<file path="src/rtl/cp0_regfile_pkg.sv">
// Shared CP0 definitions: register addresses, field positions, exception codes
// and helpers that pack the architectural register images.
package cp0_regfile_pkg;

  localparam logic [4:0] CP0_ADDR_SR    = 5'd12;
  localparam logic [4:0] CP0_ADDR_CAUSE = 5'd13;
  localparam logic [4:0] CP0_ADDR_EPC   = 5'd14;
  localparam logic [4:0] CP0_ADDR_PRID  = 5'd15;

  localparam int unsigned SR_IE        = 0;
  localparam int unsigned SR_EXL       = 1;
  localparam int unsigned SR_IM_LO     = 10;
  localparam int unsigned CAUSE_EXC_LO = 2;
  localparam int unsigned CAUSE_IP_LO  = 10;
  localparam int unsigned CAUSE_BD     = 31;

  typedef enum logic [4:0] {
    EXC_INT  = 5'd0,
    EXC_ADEL = 5'd4,
    EXC_ADES = 5'd5,
    EXC_RI   = 5'd10,
    EXC_OV   = 5'd12
  } exc_code_e;

  function automatic logic [31:0] pack_sr(input logic [5:0] im, input logic exl,
                                          input logic ie);
    logic [31:0] r;
    r                  = '0;
    r[SR_IM_LO +: 6]   = im;
    r[SR_EXL]          = exl;
    r[SR_IE]           = ie;
    return r;
  endfunction

  function automatic logic [31:0] pack_cause(input logic bd, input logic [5:0] ip,
                                             input logic [4:0] exc);
    logic [31:0] r;
    r                    = '0;
    r[CAUSE_BD]          = bd;
    r[CAUSE_IP_LO +: 6]  = ip;
    r[CAUSE_EXC_LO +: 5] = exc;
    return r;
  endfunction

endpackage

</file>
<file path="src/rtl/cp0_int_sync.sv">
// Multi-flop synchroniser for asynchronous interrupt lines, async-low clear.
module cp0_int_sync #(
  parameter int unsigned WIDTH  = 6,
  parameter int unsigned STAGES = 2
) (
  input  logic             clk,
  input  logic             rst_n,
  input  logic [WIDTH-1:0] async_i,
  output logic [WIDTH-1:0] sync_o
);

  logic [WIDTH-1:0] sync_q [STAGES];

  // Shift the raw lines through STAGES flops; stage 0 samples the async input.
  always_ff @(posedge clk or negedge rst_n) begin
    if (!rst_n) begin
      for (int unsigned i = 0; i < STAGES; i++) sync_q[i] <= '0;
    end else begin
      sync_q[0] <= async_i;
      for (int unsigned i = 1; i < STAGES; i++) sync_q[i] <= sync_q[i-1];
    end
  end

  assign sync_o = sync_q[STAGES-1];

endmodule

</file>
<file path="src/rtl/cp0_regfile.sv">
// Coprocessor-0 register file: SR, Cause, EPC, PRId, interrupt masking and
// exception entry capture for the M stage.
module cp0_regfile
  import cp0_regfile_pkg::*;
#(
  parameter logic [31:0] PRID_VALUE  = 32'h0000_4D31,
  parameter int unsigned SYNC_STAGES = 2
) (
  input  logic        Clk,
  input  logic        Reset_n,
  input  logic [4:0]  Addr,
  input  logic [31:0] Din,
  input  logic [31:0] PC_M,
  input  logic [4:0]  Exception_Code,
  input  logic        Clear_Exception_Level,
  input  logic        CP0_Write_Enabled,
  input  logic        Branch_Delay,
  input  logic [5:0]  HWInt,
  output logic [31:0] Dout,
  output logic [31:0] EPC_Out,
  output logic        Int_Req
);

  logic [5:0]  hw_s;
  logic [5:0]  im_q, im_d;
  logic        exl_q, exl_d;
  logic        ie_q, ie_d;
  logic        bd_q, bd_d;
  logic [5:0]  ip_q, ip_d;
  logic [4:0]  exc_q, exc_d;
  logic [31:0] epc_q, epc_d;
  logic        irq, exc, take;

  cp0_int_sync #(
    .WIDTH  (6),
    .STAGES (SYNC_STAGES)
  ) u_int_sync (
    .clk     (Clk),
    .rst_n   (Reset_n),
    .async_i (HWInt),
    .sync_o  (hw_s)
  );

  // Exception entry takes the whole edge; mtc0 then eret apply only without it,
  // and eret is evaluated last so its EXL clear overrides a written EXL.
  always_comb begin
    irq   = (|(hw_s & im_q)) & ie_q & ~exl_q;
    exc   = (Exception_Code != 5'd0) & ~exl_q;
    take  = irq | exc;
    im_d  = im_q;
    exl_d = exl_q;
    ie_d  = ie_q;
    bd_d  = bd_q;
    ip_d  = hw_s;
    exc_d = exc_q;
    epc_d = epc_q;
    if (take) begin
      exl_d = 1'b1;
      exc_d = irq ? 5'(EXC_INT) : Exception_Code;
      bd_d  = Branch_Delay;
      epc_d = (PC_M & 32'hFFFF_FFFC) - (Branch_Delay ? 32'd4 : 32'd0);
    end else begin
      if (CP0_Write_Enabled) begin
        case (Addr)
          CP0_ADDR_SR: begin
            im_d  = Din[SR_IM_LO +: 6];
            exl_d = Din[SR_EXL];
            ie_d  = Din[SR_IE];
          end
          CP0_ADDR_EPC: epc_d = Din & 32'hFFFF_FFFC;
          default: ;
        endcase
      end
      if (Clear_Exception_Level) exl_d = 1'b0;
    end
  end

  // Architectural state registers.
  always_ff @(posedge Clk or negedge Reset_n) begin
    if (!Reset_n) begin
      im_q  <= '0;
      exl_q <= 1'b0;
      ie_q  <= 1'b0;
      bd_q  <= 1'b0;
      ip_q  <= '0;
      exc_q <= '0;
      epc_q <= '0;
    end else begin
      im_q  <= im_d;
      exl_q <= exl_d;
      ie_q  <= ie_d;
      bd_q  <= bd_d;
      ip_q  <= ip_d;
      exc_q <= exc_d;
      epc_q <= epc_d;
    end
  end

  // Combinational read port showing pre-edge state.
  always_comb begin
    Dout = '0;
    case (Addr)
      CP0_ADDR_SR:    Dout = pack_sr(im_q, exl_q, ie_q);
      CP0_ADDR_CAUSE: Dout = pack_cause(bd_q, ip_q, exc_q);
      CP0_ADDR_EPC:   Dout = epc_q;
      CP0_ADDR_PRID:  Dout = PRID_VALUE;
      default:        Dout = '0;
    endcase
  end

  assign EPC_Out = epc_q;
  assign Int_Req = take;

endmodule

</file>
<file path="config.mk">
export PLATFORM = sky130hd
export DESIGN_NAME = cp0_regfile
export DESIGN_NICKNAME = d
export VERILOG_FILES = /design/src/rtl/cp0_regfile_pkg.sv /design/src/rtl/cp0_int_sync.sv /design/src/rtl/cp0_regfile.sv
export SDC_FILE = /design/constraint.sdc
export NUM_CORES = 1
export LEC_CHECK = 0
export ABC_AREA = 1
export BUFFER_PORTS_ARGS = -buffer_cell sky130_fd_sc_hd__buf_2
export CORE_ASPECT_RATIO = 1.2
export CORE_MARGIN = 2
export CORE_UTILIZATION = 38
export DETAILED_ROUTE_END_ITERATION = 16
export HOLD_SLACK_MARGIN = 0.06
export MAX_ROUTING_LAYER = met4
export PLACE_DENSITY = 0.68
export SYNTH_ARGS = -nofsm -noshare
export SYNTH_HDL_FRONTEND = slang
export SYNTH_SLANG_ARGS = --single-unit
</file>
<file path="constraint.sdc">
create_clock -name Clk -period 3.52 [get_ports Clk]
set_input_delay 0.352 -clock Clk [delete_from_list [all_inputs] [get_ports Clk]]
set_output_delay 0.352 -clock Clk [all_outputs]
set_load 0.03 [all_outputs]
</file>
# Word-level counts from Yosys, hierarchy flattened
# Cells that the tools add are included.
# totals
register_bits	64
inputBits	85
output_inout_bits	65
elab_cells	40
# op_classes
n_addsub	1
eq_ne	4
mux	10
bitwise_logic	7
n_reduce_logical	9
# op_table
cell	n
case mux 32 bit (4 select lines)	1
two-way mux 32 bit	3
subtractor 32 x 3 -> 32 bit	1
== test 5 x 4 -> 1 bit (second input constant)	4
bitwise AND 6 bit	1
nonzero test 3 bit	2
OR reduction 6 bit	1
two-way mux 5 bit	1
nonzero test 5 bit	1
two-way mux 1 bit	4
AND reduction 2 bit	2
nonzero test 2 bit	2
bitwise AND 1 bit	3
two-way mux 3 bit	1
AND reduction 3 bit	1
NOT 1 bit	2
OR 1 bit	1

# Logic depth before layout (Yosys ltp)
# logic_depth
word_depth	7
ltp_mapped	11
ltp_nobuf	11

# Hierarchy
# Synthesis repeated with hierarchy kept, for this count alone.
# hier_totals
hier_cells	606
hier_area_um2	4001.3
# modules_own_cells
module	n_inst	cells_each	area_each_um2	seq_area_each_um2
cp0_regfile	1	588	3656.0	1251.2
cp0_int_sync	1	18	345.3	300.3

# Least setup slack after synthesis
# OpenSTA, ideal clock, no wires.
# synth_path
path_type	input to output
from	input port Addr[1]
to	output port Dout[2]
arrival_ns	1.556
t_required_ns	3.168
slack_ns	1.612
stages	3
path_buffers	0
cell_sequence	nor2_2 nand4_1 o21ai_0
# synth_via
elab_chain_len	2
word_cells_on_any_way	5
classes_between	eq/ne: 4; mux: 1
# synth_lines
item	line	text
start, declared	cp0_regfile.sv:11	input logic [4:0] Addr,
== test 5 x 4 -> 1 bit	cp0_regfile.sv:102	case (Addr)
case mux 32 bit (4 select lines) (*)	cp0_regfile.sv:102	
end, declared	cp0_regfile.sv:19	output logic [31:0] Dout,
# Mark *: on every way between the ends. The rest lies on a longest branch, timed or not.

# Worst setup path after layout
# layout_path
from	register im_q[4]
to	register epc_q[18] (netlist: EPC_Out[18])
# layout_via
elab_chain_len	7
word_cells_on_any_way	9
classes_between	mux: 1; bitwise: 4; reduce/logical: 4
# layout_lines
item	line	text
start, declared	cp0_regfile.sv:25	logic [5:0] im_q, im_d;
start signal, assigned	cp0_regfile.sv:89	im_q <= im_d;
bitwise AND 6 bit (*)	cp0_regfile.sv:47	irq = (|(hw_s & im_q)) & ie_q & ~exl_q;
OR reduction 6 bit (*)	cp0_regfile.sv:47	
bitwise AND 1 bit (*) (2 in a row)	cp0_regfile.sv:47	
OR 1 bit (*)	cp0_regfile.sv:49	take = irq | exc;
nonzero test 2 bit (no source line)	n/a	
AND reduction 2 bit (no source line)	n/a	
end signal, assigned	cp0_regfile.sv:95	epc_q <= epc_d;
end, declared	cp0_regfile.sv:31	logic [31:0] epc_q, epc_d;
# Marked as above.
# A chain may end at the register's enable or synchronous reset.

==> impl_metrics.yaml <==
logic_synthesis:
  synth_area_sq_um: 3980
  netlist_top_cells_count: "sky130_fd_sc_hd__nand2_1 (226), sky130_fd_sc_hd__nor2_1 (84), sky130_fd_sc_hd__inv_1 (78)"
  post_synth.cell_area_avg_sq_um: 6.61
  synth.top_cells.by_area: "sky130_fd_sc_hd__dfrtp_1 (39%), sky130_fd_sc_hd__nand2_1 (21%), sky130_fd_sc_hd__nor2_1 (7.9%)"
  synth_cells: 603
  synth_top_cell_by_area: "sky130_fd_sc_hd__dfrtp_1"
  yosysUniqueCellTypes: 30
  synth.yosys.warnings: 0
  synthArstFlopShare: 1.00
  register_bit_count_reported_by_yosys: 62
  post-synth-top-count-cell: "sky130_fd_sc_hd__nand2_1"
  synth_top_area_frac: 0.389
  synth_edf_count: 0
  synth_sequential_area_ratio: 0.389
  dominantRegCellSynth: "sky130_fd_sc_hd__dfrtp_1"
timing:
  timing.setup.tns_ns: 0
  report.final.slew_viol_count: 0
  worst-slew-pin-transition_ns: 0.887
  skew_ns: 0.00723
  final.period_utilization: 0.652
  finalHoldViolCount: 0
  timing.hold.ws_ns: 0.127
  setup_violations: 0
  finalWorstPathRequiredPeriod_ns: 2.29
  timing.slew.headroom: 0.409
  clock.fmax_mhz: 436
  rsz0062_at_grt: "false"
clock_network:
  cts_tree: "built"
  cts_inserted_buffers: 9
  clock-root-buffer: "sky130_fd_sc_hd__clkbuf_16"
  clock_sink_count: 62
  worst_skew_pair_latency_ns: 0.33
  cts-htree-levels: 3
  cts_max_path_buffers: 2
  ctsResizeCount: 0
  cts.reportedPaths.clkPinSlew_ns: 0.06
  cts.repair_timing.setup_buffer_count: 0
  hold_buffers: 0
global_routing:
  antenna_found_initial: 0
  number_of_global_route_vias_before_repair: 4197
  grt_max_degree: 44
  grt_overflow_total: 0
  global_route_wire_length_before_repair_um: 20200
  global_route.usage.total: 0.232
place:
  io_buffer_count: 145
  post-dp-hpwl_um: 9710
  routabilityCongestion: 0.906
outcome:
  outcome: "completed"
route:
  drt_iter0_drc: 214
  drt-wirelength-per-cell_um: 14.1
  route.antenna.remaining_nets: 0
  detail_route.wirelength_um: 12300
  num_vias: 4197
  drt-pass1-iter-count: 4
  drcViolationCount: 0
  vias_per_cell: 4.80
floorplan:
  fp.dieArea_sq_um: 11300
  core_area_sq_um: 10100
  die_height_um: 116
  initial_core_util: 0.394
  placementRows: 40
  chipWidth_um: 97.5
  num_io_pins: 150
flow_run:
  maxcap_violations: 0
finish:
  drive_gt1_frac: 0.236
  fill_cells: 1092
  insertedDiodeCount: 0
  areaGrowthSynthToFinish_pct: 27.5
  finalNetCount: 831
critical_path:
  worst-r2r-cell-count: 10
  startpoint_type: "register"
  cp-end-kind: "register"
  crit_required_ns: 3.79
  path_max_fanout: 43
  data_arrival_at_the_endpoint_of_the_critical_path_ns: 2.56
  crit_type: "register to register"
min_path:
  hold_path.class: "primary input to asynchronous set/reset pin"
power_and_ir_drop:
  power_density_nw_per_um2: 707
  leakage_nw: 2.90
  max-vdd-ir-drop_mv: 0.289
cells by family (layout without fill, tap and decap cells):
group / count (synthesis) / in the layout / synth area share
flops: 62 / 62 / 0.389
buf+inv: 99 / 244 / 0.108
compound gates: 35 / 35 / 0.0528
xor+xnor: 11 / 11 / 0.0242
simple gates: 393 / 393 / 0.419
fa+ha+maj: 2 / 2 / 0.00628
other cells: 1 / 2 / 0.000941
worst max-delay path, stage by stage, from the launching register on:
cell                      delay [ns]
sky130_fd_sc_hd__dfrtp_1        0.39
sky130_fd_sc_hd__nand2_1        0.08
sky130_fd_sc_hd__nand2_1        0.05
sky130_fd_sc_hd__nor2_1         0.13
sky130_fd_sc_hd__nand2_1        0.07
sky130_fd_sc_hd__nand3_1        0.40
sky130_fd_sc_hd__nand2_4        0.19
sky130_fd_sc_hd__buf_4          0.33
sky130_fd_sc_hd__nor2_8         0.37
sky130_fd_sc_hd__nand2_1        0.12
sky130_fd_sc_hd__nand2_1        0.09
layout make-up:
| type | count | area (sq um) | area share |
|---|---|---|---|
| multi-input cells | 443 | 2010 | 0.395 |
| flip-flops and latches | 62 | 1550 | 0.305 |
| repair buffers | 148 | 748 | 0.147 |
| inverters | 80 | 300 | 0.0591 |
| clock buffers | 12 | 246 | 0.0485 |
| well taps | 126 | 158 | 0.0310 |
| clock inverters | 4 | 70.1 | 0.0138 |
state kept, by name (all words and copies together), names as in the netlist:
| name | cells |
|---|---|
| u_int_sync.sync_q | 6 |
| im_q | 6 |
| ie_q | 1 |
| EPC_Out | 30 |
| exl_q | 1 |
| u_int_sync.sync_o | 6 |
| exc_q | 5 |
| ip_q | 6 |
| bd_q | 1 |
layer usage:
metal	part of all wire	up-vias	routed length, um	track usage
li1	-	2137	-	-
met1	0.43	1930	5260	0.284
met2	0.51	113	6270	0.394
met3	0.044	17	549	0.0383
met4	0.021	0	259	0.0778
met5	0	-	0	-
worst paths after layout:
kind | startpoint | endpoint | slack, ns
max reg2reg | im_q[4] | EPC_Out[18] | 1.23
min reg2reg | u_int_sync.sync_q[11] | u_int_sync.sync_o[5] | 0.35
max in group asynchronous | Reset_n | u_int_sync.sync_o[2] | 2.64
min | Reset_n | EPC_Out[6] | 0.13
min in group Clk | HWInt[4] | u_int_sync.sync_q[10] | 0.13
max | im_q[4] | EPC_Out[18] | 1.23
through the flow:
stage               utilization  setup slack (ns)  total power, mW  area, sq um  cells
floorplan                     -              1.61             2.21         3990    604
global placement          0.471              1.29             2.63         4760    859
detailed placement        0.471              1.27             2.65         4760    859
CTS                       0.503              1.23             3.62         5080    875
global route              0.503             0.974             3.86         5080    875
finish                    0.503              1.23             3.59         5080    875
layout by cell type, fill, tap and decap left out, types with 5 or more instances in the layout:
cell type                     n
sky130_fd_sc_hd__nand2_1    226
sky130_fd_sc_hd__buf_2      145
sky130_fd_sc_hd__nor2_1      84
sky130_fd_sc_hd__inv_1       78
sky130_fd_sc_hd__dfrtp_1     62
sky130_fd_sc_hd__nand3_1     51
sky130_fd_sc_hd__o21ai_0     27
sky130_fd_sc_hd__nand4_1     16
sky130_fd_sc_hd__clkbuf_16    9
sky130_fd_sc_hd__xor2_1       6
sky130_fd_sc_hd__xnor2_1      5
power breakdown:
group          internal (mW)  switching, mW  leakage, nW
combinational          0.424           1.06         2.01
clock                  0.637          0.313        0.157
sequential             0.968          0.189        0.735
total                   2.03           1.56         2.90
Power figures use the tool's default switching activity.
